===== src/rtl/mult_div_unit.sv =====
// Iterative multiply/divide unit with architectural HI/LO registers.
// One operand bit is processed per clock: shift-add for MULT/MULTU and
// restoring shift-subtract for DIV/DIVU, on operand magnitudes, followed by
// a single sign-correction cycle that writes HI/LO.
//
// Handshake: a request is taken on a rising edge where start=1, busy=0 and
// cancel=0. busy stays high from the accepting edge until the edge that
// writes HI/LO; done pulses for the one cycle after that edge. Because busy
// is already low in the done cycle, a new request may be taken there. cancel
// while busy abandons the operation without a done pulse and leaves HI/LO
// untouched; cancel in IDLE only blocks a simultaneous start.
module mult_div_unit #(
  parameter int WIDTH = 32
) (
  input  logic             clk,
  input  logic             reset,
  input  logic             start,
  input  logic [1:0]       op,
  input  logic [WIDTH-1:0] a,
  input  logic [WIDTH-1:0] b,
  input  logic             cancel,
  output logic             busy,
  output logic             done,
  output logic [WIDTH-1:0] hi,
  output logic [WIDTH-1:0] lo
);

  localparam int CW = $clog2(WIDTH) + 1;

  typedef enum logic [1:0] {
    IDLE = 2'd0,
    RUN  = 2'd1,
    FIX  = 2'd2
  } state_t;

  // FSM state (observable hierarchically as state_q for checkers)
  state_t state_q, state_d;

  // Latched request
  logic [CW-1:0]      cnt_q;
  logic               is_div_q;
  logic               neg_main_q;  // negate product / quotient
  logic               neg_rem_q;   // negate remainder (sign of dividend)
  logic               div_zero_q;
  logic [WIDTH-1:0]   a_raw_q;     // raw dividend, returned in HI on divide-by-zero
  logic [WIDTH-1:0]   opnd_q;      // multiplicand magnitude or divisor magnitude

  // Working accumulator: {upper half, lower half}
  //   multiply: {partial product high, remaining multiplier bits / product low}
  //   divide:   {partial remainder, dividend bits shifting into quotient}
  logic [2*WIDTH-1:0] acc_q;

  logic [WIDTH-1:0]   hi_q, lo_q;
  logic               done_q;

  // Control strobes
  logic accept, iterate, write_res;

  // Operand preparation
  logic             op_signed;
  logic             a_neg, b_neg;
  logic [WIDTH-1:0] mag_a, mag_b;

  // Iteration datapath
  logic [WIDTH:0]     mul_sum;
  logic [WIDTH:0]     div_shift;
  logic [WIDTH:0]     div_diff;
  logic               div_ge;
  logic [WIDTH-1:0]   rem_next;
  logic [2*WIDTH-1:0] acc_next;

  // Result formatting
  logic [2*WIDTH-1:0] prod_fix;
  logic [WIDTH-1:0]   quot_fix, rem_fix;
  logic [WIDTH-1:0]   hi_res, lo_res;

  // Next-state and control strobes
  always_comb begin
    state_d   = state_q;
    accept    = 1'b0;
    iterate   = 1'b0;
    write_res = 1'b0;
    case (state_q)
      IDLE: begin
        if (start && !cancel) begin
          accept  = 1'b1;
          state_d = RUN;
        end
      end
      RUN: begin
        if (cancel) begin
          state_d = IDLE;
        end else begin
          iterate = 1'b1;
          if (cnt_q == CW'(WIDTH - 1)) begin
            state_d = FIX;
          end
        end
      end
      FIX: begin
        if (cancel) begin
          state_d = IDLE;
        end else begin
          write_res = 1'b1;
          state_d   = IDLE;
        end
      end
      default: state_d = IDLE;
    endcase
  end

  // Operand magnitudes and sign flags for the incoming request
  always_comb begin
    op_signed = ~op[0];
    a_neg     = op_signed & a[WIDTH-1];
    b_neg     = op_signed & b[WIDTH-1];
    mag_a     = a_neg ? (~a + WIDTH'(1)) : a;
    mag_b     = b_neg ? (~b + WIDTH'(1)) : b;
  end

  // One shift-add or restoring shift-subtract step
  always_comb begin
    mul_sum   = {1'b0, acc_q[2*WIDTH-1:WIDTH]} + {1'b0, (acc_q[0] ? opnd_q : {WIDTH{1'b0}})};
    div_shift = {acc_q[2*WIDTH-1:WIDTH], acc_q[WIDTH-1]};
    div_diff  = div_shift - {1'b0, opnd_q};
    div_ge    = (div_shift >= {1'b0, opnd_q});
    rem_next  = div_ge ? div_diff[WIDTH-1:0] : div_shift[WIDTH-1:0];
    if (is_div_q) begin
      acc_next = {rem_next, acc_q[WIDTH-2:0], div_ge};
    end else begin
      acc_next = {mul_sum, acc_q[WIDTH-1:1]};
    end
  end

  // Sign correction and special-case selection for HI/LO
  always_comb begin
    prod_fix = neg_main_q ? (~acc_q + (2*WIDTH)'(1)) : acc_q;
    quot_fix = neg_main_q ? (~acc_q[WIDTH-1:0] + WIDTH'(1)) : acc_q[WIDTH-1:0];
    rem_fix  = neg_rem_q ? (~acc_q[2*WIDTH-1:WIDTH] + WIDTH'(1)) : acc_q[2*WIDTH-1:WIDTH];
    if (!is_div_q) begin
      hi_res = prod_fix[2*WIDTH-1:WIDTH];
      lo_res = prod_fix[WIDTH-1:0];
    end else if (div_zero_q) begin
      hi_res = a_raw_q;
      lo_res = {WIDTH{1'b1}};
    end else begin
      hi_res = rem_fix;
      lo_res = quot_fix;
    end
  end

  // State register
  always_ff @(posedge clk or posedge reset) begin
    if (reset) begin
      state_q <= IDLE;
    end else begin
      state_q <= state_d;
    end
  end

  // Request latch, iteration counter and accumulator
  always_ff @(posedge clk or posedge reset) begin
    if (reset) begin
      cnt_q      <= '0;
      is_div_q   <= 1'b0;
      neg_main_q <= 1'b0;
      neg_rem_q  <= 1'b0;
      div_zero_q <= 1'b0;
      a_raw_q    <= '0;
      opnd_q     <= '0;
      acc_q      <= '0;
    end else if (accept) begin
      cnt_q      <= '0;
      is_div_q   <= op[1];
      neg_main_q <= a_neg ^ b_neg;
      neg_rem_q  <= a_neg;
      div_zero_q <= (b == '0);
      a_raw_q    <= a;
      opnd_q     <= op[1] ? mag_b : mag_a;
      acc_q      <= {{WIDTH{1'b0}}, (op[1] ? mag_a : mag_b)};
    end else if (iterate) begin
      cnt_q <= cnt_q + CW'(1);
      acc_q <= acc_next;
    end
  end

  // Architectural HI/LO and the done pulse
  always_ff @(posedge clk or posedge reset) begin
    if (reset) begin
      hi_q   <= '0;
      lo_q   <= '0;
      done_q <= 1'b0;
    end else begin
      done_q <= write_res;
      if (write_res) begin
        hi_q <= hi_res;
        lo_q <= lo_res;
      end
    end
  end

  assign busy = (state_q != IDLE);
  assign done = done_q;
  assign hi   = hi_q;
  assign lo   = lo_q;

endmodule

===== config.mk =====
export PLATFORM = sky130hd
export DESIGN_NAME = mult_div_unit
export DESIGN_NICKNAME = d
export VERILOG_FILES = /design/src/rtl/mult_div_unit.sv
export SDC_FILE = /design/constraint.sdc
export NUM_CORES = 1
export LEC_CHECK = 0
export CORE_MARGIN = 8
export CORE_UTILIZATION = 35
export DETAILED_ROUTE_END_ITERATION = 8
export PLACE_DENSITY_LB_ADDON = 0.1
export SKIP_CTS_REPAIR_TIMING = 1
export SLEW_MARGIN = 15
export SYNTH_ARGS = -nofsm -noshare
export SYNTH_HDL_FRONTEND = slang
export SYNTH_SLANG_ARGS = --single-unit

===== constraint.sdc =====
create_clock -name clk -period 9.1 [get_ports clk]
set_input_delay 2.73 -clock clk [delete_from_list [all_inputs] [get_ports clk]]
set_output_delay 2.73 -clock clk [all_outputs]
set_load 0.02 [all_outputs]

==> results of run 1 <==
[stage by stage]
| stage | cell area [um2] | hold WS, ns |
|---|---|---|
| 4_1_cts | 19500 | 0.480 |
| 6_report | 19600 | 0.479 |
| 2_1_floorplan | 16600 | 0.440 |
| 3_5_place_dp | 18500 | 0.462 |
| 3_3_place_gp | 18500 | 0.460 |
| 5_1_grt | 19600 | 0.504 |
[final timing paths]
path,from,end,slack [ns],cells after the start
max,a[10],opnd_q[29]$_DFFE_PP0P_,3.42,10
min in group asynchronous,reset,done$_DFF_PP0_,2.71,2
max reg2reg,acc_q[47]$_DFFE_PP0P_,acc_q[33]$_DFFE_PP0P_,4.70,10
min reg2reg,a_raw_q[5]$_DFFE_PP0P_,a_raw_q[5]$_DFFE_PP0P_,0.48,2
min,a_raw_q[5]$_DFFE_PP0P_,a_raw_q[5]$_DFFE_PP0P_,0.48,2
max in group asynchronous,reset,is_div_q$_DFFE_PP0P_,4.91,3
[cells by family (layout without fill, tap and decap cells)]
logic type      count (synthesis)  in the layout  synth area share (%)
flops                         205            205                  30.8
simple gates                  715            715                  19.7
mux                            81             81                  4.93
xor+xnor                      194            194                  10.2
other cells                     0              4                     0
buf+inv                       212            289                  4.82
fa+ha+maj                      71             71                  5.43
compound gates                655            655                  24.0
[flip-flops by register name, summed over array words and instances, names as in the netlist]
signal and cells:
div_zero_q 1, is_div_q 1, neg_main_q 1, lo 32, a_raw_q 32, hi 32, acc_q 64, state_q 2
cnt_q 6, done 1, neg_rem_q 1, opnd_q 32
[worst max-delay path: stages]
cell,delay (ns)
clkdlybuf4s50_1,0.50
nor4_1,0.76
nand4_1,0.35
nor4_1,0.62
nand2_1,0.20
o41ai_1,0.35
xor2_1,0.23
nand2_1,0.08
o211ai_1,0.14
o21ai_0,0.11
[routing by layer]
metal | vias to the layer above | part of all wire [%] | GRT usage (%)
met5 | - | 0 | 0
met4 | 0 | 2.4 | 5.78
met3 | 85 | 6.0 | 3.22
met2 | 511 | 45 | 38.8
met1 | 8003 | 47 | 34.8
li1 | 7668 | - | -
[where the power goes]
group | internal [mW] | switching [mW]
combinational | 1.10 | 1.65
sequential | 1.07 | 0.391
clock | 0.807 | 0.468
[final cells by class]
type | count | share of cell area [%]
Multi-Input combinational cell | 1716 | 54.8
Sequential cell | 205 | 26.3
Timing Repair Buffer | 166 | 8.07
Clock buffer | 34 | 3.96
Tap cell | 615 | 3.93
Clock inverter | 18 | 1.49
Inverter | 71 | 1.40
Antenna cell | 4 | 0.0512
[cell usage in the layout, fill, tap and decap left out, drive strengths merged, types with 29 or more instances in the layout]
| cell | synthesis | routed |
|---|---|---|
| a21o | 29 | 29 |
| a21oi | 194 | 194 |
| a31oi | 29 | 29 |
| buf | 16 | 32 |
| clkbuf | 125 | 34 |
| clkdlybuf4s50 | 0 | 134 |
| dfrtp | 205 | 205 |
| ha | 69 | 69 |
| inv | 70 | 73 |
| mux2i | 74 | 74 |
| nand2 | 306 | 306 |
| nor2 | 192 | 192 |
| o211ai | 57 | 57 |
| o21ai | 211 | 211 |
| xnor2 | 101 | 101 |
| xor2 | 93 | 93 |
==> flow_metrics.env, run 1 <==
export IMPL_viasPerCell=5.75
export IMPL_synth_edf_count=0
export IMPL_antenna_found_initial=3
export IMPL_clk_latency_ns=0.57
export IMPL_synth_area_leader_cell="dfrtp_1"
export IMPL_grt_pass1_vias=15700
export IMPL_wl_um=67700
export IMPL_numCtsBuffers=29
export IMPL_grt_pass1_wl_um=102000
export IMPL_synth_ff_type="dfrtp_1"
export IMPL_clkSinkCount=205
export IMPL_grt_usage_pct=24.4
export IMPL_fin_cells=2829
export IMPL_pre_cts_ws_ns=2.99
export IMPL_hold_viol_final=0
export IMPL_syn_area_per_cell_um2=7.80
export IMPL_final_core_util_pct=41.3
export IMPL_worst_endpoint_arrival_ns=6.08
export IMPL_detailed_place_hpwl_um=51700
export IMPL_cp_start_kind="primary input"
export IMPL_finalWeightedCongestion=0.946
export IMPL_synth_most_common_cell="nand2_1"
export IMPL_fin_crit_ns=5.68
export IMPL_rsz0062_at_grt="false"
export IMPL_setup_tns_ns=0
export IMPL_synth_cells=2133
export IMPL_grt_ovfl_total=0
export IMPL_critPathRequiredTime_ns=9.50
export IMPL_io_buffers=135
export IMPL_syn_nets=2274
export IMPL_ios=136
export IMPL_initial_core_util_pct=35.1
export IMPL_yosysSeqAreaShare_pct=30.8
export IMPL_cts_tree="built"
export IMPL_cts_root_buffer="clkbuf_16"
export IMPL_fmax_mhz=176
export IMPL_end_kind="flip-flop"
export IMPL_synth_area_leaders="dfrtp_1, nand2_1, o21ai_0"
export IMPL_vias=16300
export IMPL_ys_top_cells_by_count="nand2_1, dfrtp_1, o21ai_0"
export IMPL_slew_headroom_pct=24.9
export IMPL_die_h_um=234
export IMPL_htree_levels=1
export IMPL_cp_max_fo=6
export IMPL_power_total_mw=5.48
export IMPL_dp_cells=2773
export IMPL_finalNetCount=2330
export IMPL_finalCritPeriodShare_pct=62.4
export IMPL_async_flop_share_pct=100
export IMPL_synth_warnings=0
export IMPL_slew_violations=0
export IMPL_setup_viol=0
export IMPL_leakagePower_nw=8.18
export IMPL_ys_ff_latch=205
export IMPL_hold_class="flip-flop to flip-flop"
export IMPL_finClkSkew_ns=0.0130
export IMPL_dr_pass1_iters=5
export IMPL_p_per_area_nw_per_um2=280
export IMPL_synth_top_cell_area_share_pct=30.8
export IMPL_seq_area_um2=5140
export IMPL_drc_errors=0
export IMPL_antenna_left=0
export IMPL_synth_area_um2=16600
export IMPL_coreArea_um2=47300
export IMPL_area_growth_pct=17.6
export IMPL_rows=80
export IMPL_drt_iter0_drc=1500
export IMPL_cts_max_path_buffers=3
export IMPL_die_area_um2=54800
export IMPL_n_fill_cell=4936
export IMPL_drv_cap=0
export IMPL_drive_gt1_share_pct=5.88
export IMPL_die_w_um=234
export IMPL_ir_drop_mv=0.179
export IMPL_worst_slack_ns=3.42
export IMPL_wl_per_cell_um=23.9
export IMPL_clk_pin_slew_worst_paths_ns=0.06
export IMPL_status="finished, final reports clean"
export IMPL_multiInputGateArea_um2=10700
export IMPL_synth_distinct_cells=74
export IMPL_crit_type="primary input to flip-flop"
export IMPL_tightest_slew_ns=1.12
export IMPL_grt_start_max_net_pins=109
No activity file was read; power rests on OpenSTA's default activity.
==> run 2: changes to the inputs <==
clock period = 5.2 ns   (was 9.1 ns; I/O delays follow)
==> run 2 against run 1 <==
Critical path depth unchanged. Clock power increased by 67%. Setup slack got worse by 2.7 ns. Via count unchanged. Power increased by 75%. Utilization increased by 0.26 points. Wire length increased by 0.71%. Critical endpoint unchanged.
==> flow_metrics.env, run 2 (synthesized netlist as in run 1, its figures left out) <==
export IMPL_status="finished, final reports clean"
export IMPL_grt_start_max_net_pins=108
export IMPL_cp_max_fo=6
export IMPL_fin_crit_ns=4.43
export IMPL_leakagePower_nw=8.26
export IMPL_final_core_util_pct=41.6
export IMPL_power_total_mw=9.59
export IMPL_r2r_start="acc_q[0]$_DFFE_PP0P_"
export IMPL_cp_top_family="simple AND/OR/NAND/NOR gates"
export IMPL_worst_slack_ns=0.767
export IMPL_final_cell_mix="nand2_1, dfrtp_1, o21ai_0, a21oi_1, nor2_1"
export IMPL_finalNetCount=2346
export IMPL_mostFrequentLayoutCell="nand2_1"
export IMPL_hp_start="a_raw_q[3]$_DFFE_PP0P_"
export IMPL_setup_viol=0
export IMPL_htree_levels=1
export IMPL_dr_pass1_iters=6
export IMPL_dp_cells=2791
export IMPL_worstRegToRegCells=13
export IMPL_initial_core_util_pct=35.1
export IMPL_die_h_um=234
export IMPL_ir_drop_mv=0.287
export IMPL_cp_slowest_cell="nor4_1"
export IMPL_n_fill_cell=4900
export IMPL_fin_cells=2842
export IMPL_finalCritPeriodShare_pct=85.3
export IMPL_numCtsBuffers=27
export IMPL_slew_headroom_pct=12.1
export IMPL_cts_root_buffer="clkbuf_16"
export IMPL_viasPerCell=5.72
export IMPL_drc_errors=0
export IMPL_cp_start_kind="primary input"
export IMPL_p_per_area_nw_per_um2=488
export IMPL_clk_pin_slew_worst_paths_ns=0.06
export IMPL_seq_area_um2=5140
export IMPL_path_buf_inv=1
export IMPL_cts_tree="built"
export IMPL_tightest_slew_ns=1.29
export IMPL_finalWeightedCongestion=0.967
export IMPL_coreArea_um2=47300
export IMPL_rsz0062_at_grt="false"
export IMPL_vias=16300
export IMPL_area_growth_pct=18.3
export IMPL_setup_tns_ns=0
export IMPL_r2r_end="acc_q[62]$_DFFE_PP0P_"
export IMPL_critPathLaunch="a[10]"
export IMPL_critPathRequiredTime_ns=5.65
export IMPL_clkSinkCount=205
export IMPL_hold_path_depth=2
export IMPL_die_area_um2=54800
export IMPL_hold_viol_final=0
export IMPL_slew_violations=0
export IMPL_hold_slack_ns=0.473
export IMPL_hold_class="flip-flop to flip-flop"
export IMPL_grt_ovfl_total=0
export IMPL_io_buffers=135
export IMPL_crit_type="primary input to flip-flop"
export IMPL_fin_area_um2=19700
export IMPL_clk_latency_ns=0.58
export IMPL_antenna_left=0
export IMPL_largest_reg_flops=64
export IMPL_top_register="acc_q"
export IMPL_drt_iter0_drc=1498
export IMPL_crit_chain="clkdlybuf4s50_1, nor4_1, nand4_1, nor4_1, nand2_1, o41ai_1, xor2_1, nand2_1, o211ai_1, o21ai_0"
export IMPL_place_area_um2=18700
export IMPL_drv_cap=0
export IMPL_fmax_mhz=226
export IMPL_wl_per_cell_um=24.0
export IMPL_cts_max_path_buffers=3
export IMPL_drive_gt1_share_pct=6.33
export IMPL_end_kind="flip-flop"
export IMPL_critPathMaxStageDelay_ns=0.70
export IMPL_rows=80
export IMPL_grt_pass1_wl_um=101000
export IMPL_antenna_found_initial=3
export IMPL_worst_endpoint_arrival_ns=4.88
export IMPL_wl_um=68200
export IMPL_ios=136
export IMPL_r2r_slack_ns=0.94
export IMPL_grt_pass1_vias=15600
export IMPL_die_w_um=234
export IMPL_grt_usage_pct=24.4
export IMPL_multiInputGateArea_um2=10700
export IMPL_pre_cts_ws_ns=0.353
export IMPL_detailed_place_hpwl_um=52800
export IMPL_whs_endpoint="a_raw_q[3]$_DFFE_PP0P_"
export IMPL_finClkSkew_ns=0.0270
==> run 2: power breakdown <==
| group | switching [mW] | internal [mW] | leakage [nW] |
|---|---|---|---|
| clock network | 0.788 | 1.35 | 0.491 |
| logic | 3.03 | 1.97 | 5.11 |
| registers | 0.574 | 1.88 | 2.66 |
| total | 4.39 | 5.20 | 8.26 |
==> run 2: layer usage <==
layer	up-vias	wire (um)	GRT usage, %
li1	7710	-	-
met3	84	4830	4.68
met4	0	1910	7.04
met2	572	29800	37.4
met1	7901	31600	34.5
met5	-	0	0
==> run 2: tightest hold or removal path: cells and delay by family (launching register included) <==
family / cells / cell delay, ns
AND/OR/NAND/NOR: 2 / 0.10
flip-flops: 1 / 0.34
==> run 2: layout make-up <==
type | count | area share (%)
clock inverters | 13 | 1.32
flip-flops and latches | 205 | 26.1
repair buffers | 184 | 9.03
clock buffers | 37 | 3.78
multi-input cells | 1716 | 54.5
well taps | 615 | 3.91
inverters | 71 | 1.37
diodes | 1 | 0.0127
==> run 2: worst max-delay path by stage <==
| stage | endpoint | slack (ns) | cells after the start |
|---|---|---|---|
| 4_1_cts | opnd_q[29]$_DFFE_PP0P_ | 0.94 | 10 |
| 6_report | opnd_q[29]$_DFFE_PP0P_ | 0.77 | 10 |
| 5_1_grt | opnd_q[29]$_DFFE_PP0P_ | 0.56 | 10 |
| 2_1_floorplan | a_raw_q[0]$_DFFE_PP0P_ | 0.98 | 1 |
| 3_5_place_dp | opnd_q[29]$_DFFE_PP0P_ | 0.35 | 10 |
| 3_3_place_gp | opnd_q[29]$_DFFE_PP0P_ | 0.36 | 10 |
==> RTL edit 1 (settings of run 2) <==
Encoding of `state_t`: now one-hot (3 bits for 3 states).
--- a/src/rtl/mult_div_unit.sv
+++ b/src/rtl/mult_div_unit.sv
@@ -29,6 +29,6 @@
 
-  typedef enum logic [1:0] {
-    IDLE = 2'd0,
-    RUN  = 2'd1,
-    FIX  = 2'd2
+  typedef enum logic [2:0] {
+    IDLE = 3'b001,
+    RUN  = 3'b010,
+    FIX  = 3'b100
   } state_t;
Formal check against the unedited RTL: same outputs for any inputs over 10 cycles, from zero or initial values and one cycle with reset high; not proved beyond that.
==> RTL edit 1 against run 2 <==
Worst setup slack better by 0.11 ns; sequential cell count up 1; first-iteration DRC count down 14%; register-to-register slack worse by 0.06 ns; area after synthesis down 0.65%; final area down 1.1%; clock skew down 0.014 ns; wire length down 7.3%; cell count down 1.5%.
Power is not compared: it rests on default switching activity, and its combinational part moved more than twofold at a synthesized area within 25%.
==> RTL edit 1: results (changes against run 2) <==
| Metric | Value |
|---|---|
| Outcome | `finished, final reports clean` |
| Most frequent cells after synthesis | `nand2_1, dfrtp_1, o21ai_0` |
| Antenna violations before repair | `2 (-1)` |
| Leading post-synthesis cells by cell area | `dfrtp_1, nand2_1, o21ai_0, xnor2_1, ha_1` |
| Skew final | `0.0130 ns (-0.0140 ns)` |
| Crit Path Max Fanout | `21 (+15)` |
| Layout cells sized above 1 | `5.75% (-0.59 points)` |
| Reg2Reg Depth | `13 (unchanged)` |
| Initial DRC Count | `1292 (-14%)` |
| Unique masters post-synth | `73 (-1.4%)` |
| GRT Total Usage | `22.7% (-1.7 points)` |
| Post-DP Area | `0.0185 mm² (-0.78%)` |
| Post-synthesis sequential area ratio | `31.2% (+0.36 points)` |
| Hpwl dp | `47700 µm (-9.7%)` |
| Critical hold path startpoint | `hi[9]` |
| Crit path DAT | `4.77 ns (-0.11 ns)` |
| Nets | `2316 (-1.3%)` |
| First-pass GRT wire length | `95600 µm (-5.6%)` |
| Largest net degree at the start of global routing | `116 (+7.4%)` |
| Global placer's final weighted congestion | `0.965 (-0.13%)` |
| WL final | `63300 µm (-7.3%)` |
| Largest Register | `acc_q` |
| Worst-Margin Slew | `1.10 ns (-0.181 ns)` |
| Worst R2R Setup Slack | `0.88 ns (-0.06 ns)` |
| FF-to-FF End | `acc_q[63]` |
| Worst hold endpoint | `hi[9]` |
## RTL edit 1: cell types whose count changed in the layout (fill, tap and decap cells not counted), moves of 15 or more
| cell | change |
|---|---|
| o21ai_1 | +31 |
| nor2_1 | -27 |
| nand2_1 | +36 |
| nand3_1 | +16 |
| a21oi_1 | -30 |
| a22oi_1 | +15 |
| inv_1 | -15 |
| o31ai_1 | +15 |
## RTL edit 1: routing by layer
layer / part of all wire (%) / global-route usage (%)
met5: 0 / 0
met4: 3.5 / 7.88
met3: 6.1 / 3.85
met2: 44 / 35.0
met1: 47 / 31.6
## RTL edit 1: kinds of logic after synthesis
group | after synthesis | synth area share (%)
DFF | 206 | 31.2
buffers and inverters | 200 | 4.63
and+or+nand+nor | 720 | 19.7
xor gates and xnor gates | 199 | 10.5
adders and majority gates | 71 | 5.47
AOI/OAI and AO/OA | 637 | 23.8
muxes | 77 | 4.69
## RTL edit 1: cell type report
cell class,count,area [µm²]
multi-input combinational,1704,10600
fill,4766,27100
timing repair buffer,180,1760
clock buffer,38,767
sequential,206,5160
tap,607,759
clock inverter,9,160
inverter,56,214
## RTL edit 1: how the worst max path moves through the flow
stage | from | endpoint | slack (ns) | cells past startpoint
detailed placement | a[6] | opnd_q[31] | 0.60 | 9
global route | acc_q[0] | acc_q[63] | 0.63 | 13
finish | acc_q[0] | acc_q[63] | 0.88 | 13
floorplan | reset | a_raw_q[0] | 0.97 | 1
global placement | a[6] | opnd_q[23] | 0.62 | 9
CTS | acc_q[0] | acc_q[63] | 0.89 | 13
## RTL edit 1: power by group
group	total, mW	leakage, nW	internal [mW]	switching, mW
registers	2.13	2.71	1.80	0.335
logic	2.32	5.10	0.901	1.42
clock network	2.00	0.458	1.22	0.781
## RTL edit 1: critical path, stage by stage (launching register included)
cell and delay [ns]:
dfrtp_1 0.50, inv_1 0.44, buf_12 0.26, nor2_1 0.07
ha_1 0.20, a21o_1 0.19, or3_1 0.34, o2111ai_1 0.39
o21ai_0 0.43, a311o_1 0.44, a31oi_1 0.32, nor2_1 0.10
a2111oi_0 0.42, o31ai_1 0.11
## RTL edit 1: stage by stage
stage               instances  total power, mW  setup slack, ns  hold slack [ns]
floorplan                2110             3.69            0.969            0.436
global placement         2753             4.43            0.623            0.458
detailed placement       2753             4.45            0.600            0.460
CTS                      2800             6.49            0.892            0.477
global route             2800             6.84            0.634            0.489
finish                   2800             6.46            0.875            0.475
==> RTL edit 2 (flow settings as in run 2) <==
Without the edit above. Change the parameter `WIDTH` from 32 to 16.
--- a/src/rtl/mult_div_unit.sv
+++ b/src/rtl/mult_div_unit.sv
@@ -12,3 +12,3 @@
 module mult_div_unit #(
-  parameter int WIDTH = 32
+  parameter int WIDTH = 16
 ) (
Ports: changed (resized a, b, hi and lo); port bits go from 136 to 72. No check against the original RTL was run, so the function may have changed too.
==> RTL edit 2 against run 2 <==
Sequential cell count down 97; wire length down 61%; area after synthesis down 49%; worst setup slack better by 0.65 ns; final area down 51%; sequential power down 47%; total power down 57%; via count down 53%; largest power group unchanged.
==> RTL edit 2: results (changes against run 2) <==
| Metric | Value |
|---|---|
| Via/cell ratio | `5.40 (-5.7%)` |
| Placed cell count | `1390 (-50%)` |
| Antenna violations before repair | `0 (-3)` |
| Clk_lat worst skew | `0.36 ns (-0.22 ns)` |
| Worst R2R Setup Slack | `1.80 ns (+0.86 ns)` |
| Post-DP Area | `0.00939 mm² (-50%)` |
| Leading post-synthesis cells by cell area | `dfrtp_1, o21ai_0, ha_1, nand2_1, a21oi_1` |
| Crit Path Max Fanout | `5 (-1)` |
| Most frequent cells after synthesis | `nand2_1, dfrtp_1, nor2_1` |
| Syn Inst Count | `1050 (-51%)` |
| Crit path DAT | `4.01 ns (-0.87 ns)` |
| H-tree lvl count | `3 (+2)` |
| Largest Register | `acc_q` |
| Drt pass-1 iters | `5 (-1)` |
| Nets | `1160 (-51%)` |
| Vias in the first global route | `7225 (-54%)` |
| WL per Instance | `19.1 µm (-20%)` |
| Synthesized flop and latch total | `108 (-47%)` |
| Initial DRC Count | `627 (-58%)` |
| Max FFs per register | `32 (-50%)` |
| CP startpoint | `a[0]` |
| Outcome | `finished, final reports clean` |
| Port Buffer Count | `71 (-47%)` |
| Reg2Reg Depth | `10 (-3)` |
| VDD IR-drop max | `175 µV (-39%)` |
| Unique masters post-synth | `70 (-5.4%)` |
| FF-to-FF End | `acc_q[25]` |
| GRT Total Usage | `18.7% (-5.7 points)` |
| Clk slew on worst S/H paths | `0.08 ns (+0.02 ns)` |
| Static leakage | `4.28 nW (-48%)` |
| Crit path capture | `acc_q[14]` |
| CTS Root Cell | `clkbuf_16` |
| Clock tree buffer depth | `2 (-1)` |
| Skew final | `0.00845 ns (-0.0185 ns)` |
| Top FF cell, synth | `dfrtp_1` |
| Hpwl dp | `20800 µm (-61%)` |
| Largest net degree at the start of global routing | `58 (-46%)` |
| Launching point of the worst reg2reg path | `acc_q[0]` |
| Global placer's final weighted congestion | `0.906 (-6.3%)` |
| Asr flop ratio synth | `100% (unchanged)` |
| First-pass GRT wire length | `42500 µm (-58%)` |
| Final Hold Viols | `0 (unchanged)` |
| WL final | `26900 µm (-61%)` |
| CTS buffer count | `9 (-67%)` |
| Layout cells sized above 1 | `5.34% (-1.0 points)` |
| Post-synthesis sequential area ratio | `32.1% (+1.2 points)` |
| Rel. slew slack | `32.7% (+21 points)` |
==> RTL edit 2: changes by cell type in the layout (fill, tap and decap cells not counted), moves of 19 or more <==
cell / run 2 / this run
o211ai_1: 57 / 34
dfrtp_1: 202 / 107
mux2i_1: 74 / 35
xor2_1: 93 / 42
buf_4: 44 / 10
clkdlybuf4s50_1: 134 / 70
nand2_1: 303 / 126
xnor2_1: 101 / 44
a21oi_1: 192 / 88
nor2_1: 191 / 100
ha_1: 69 / 38
a31oi_1: 29 / 10
o21ai_0: 201 / 96
inv_1: 69 / 49
==> RTL edit 2: layer usage <==
layer / vias up / wire [µm] / track usage [%]
met1: 3563 / 13400 / 27.9
met2: 218 / 11400 / 27.3
met4: 0 / 461 / 5.37
met3: 27 / 1620 / 2.73
met5: - / 0 / 0
li1: 3789 / - / -
==> RTL edit 2: where the power goes <==
part           total, mW  internal [mW]  switching (mW)  leakage [nW]
sequential          1.31          0.977           0.336          1.42
clock              0.746          0.394           0.352         0.156
combinational       2.02          0.888            1.13          2.70
==> RTL edit 2: area by class of cell <==
class,instances,area [µm²]
Clock buffer,10,239
Antenna cell,1,2.50
Multi-Input combinational cell,830,5290
Fill cell,2442,13800
Inverter,51,194
Clock inverter,6,71.3
Timing Repair Buffer,82,801
Tap cell,319,399
Sequential cell,108,2700
==> RTL edit 2: worst max-delay path, stage by stage <==
cell and delay [ns]:
clkdlybuf4s50_1 0.49, inv_1 0.10, ha_1 0.17, or3b_2 0.49, nor4_1 0.52, a21oi_1 0.17, xnor2_1 0.22, nand2_1 0.08
o211ai_1 0.11, o21ai_0 0.10
==> RTL edit 2: per-stage QoR <==
stage	util (%)	total power, mW	worst slack [ns]
global route	41.2	4.40	1.24
floorplan	-	2.78	0.794
finish	41.2	4.08	1.41
CTS	41.2	4.08	1.43
global placement	39.9	3.33	1.07
detailed placement	39.9	3.33	1.05
==> RTL edit 2: kinds of logic (layout without fill, tap and decap cells) <==
family	Yosys count	after routing	synth area share (%)
compound gates	313	313	23.1
xor+xnor	86	86	8.94
fa+ha+maj	40	40	6.12
buf+inv	112	149	5.23
flops	108	108	32.1
mux	40	40	4.82
other cells	0	1	0
simple gates	351	351	19.8
==> RTL edit 2: worst min-delay path by stage <==
stage	to	cells past startpoint	slack [ns]	startpoint
3_3_place_gp	a_raw_q[10]	2	0.46	a_raw_q[10]
5_1_grt	a_raw_q[11]	2	0.50	a_raw_q[11]
4_1_cts	a_raw_q[11]	2	0.48	a_raw_q[11]
3_5_place_dp	a_raw_q[11]	2	0.46	a_raw_q[11]
6_report	a_raw_q[15]	2	0.47	a_raw_q[15]
2_1_floorplan	a_raw_q[11]	2	0.44	a_raw_q[11]
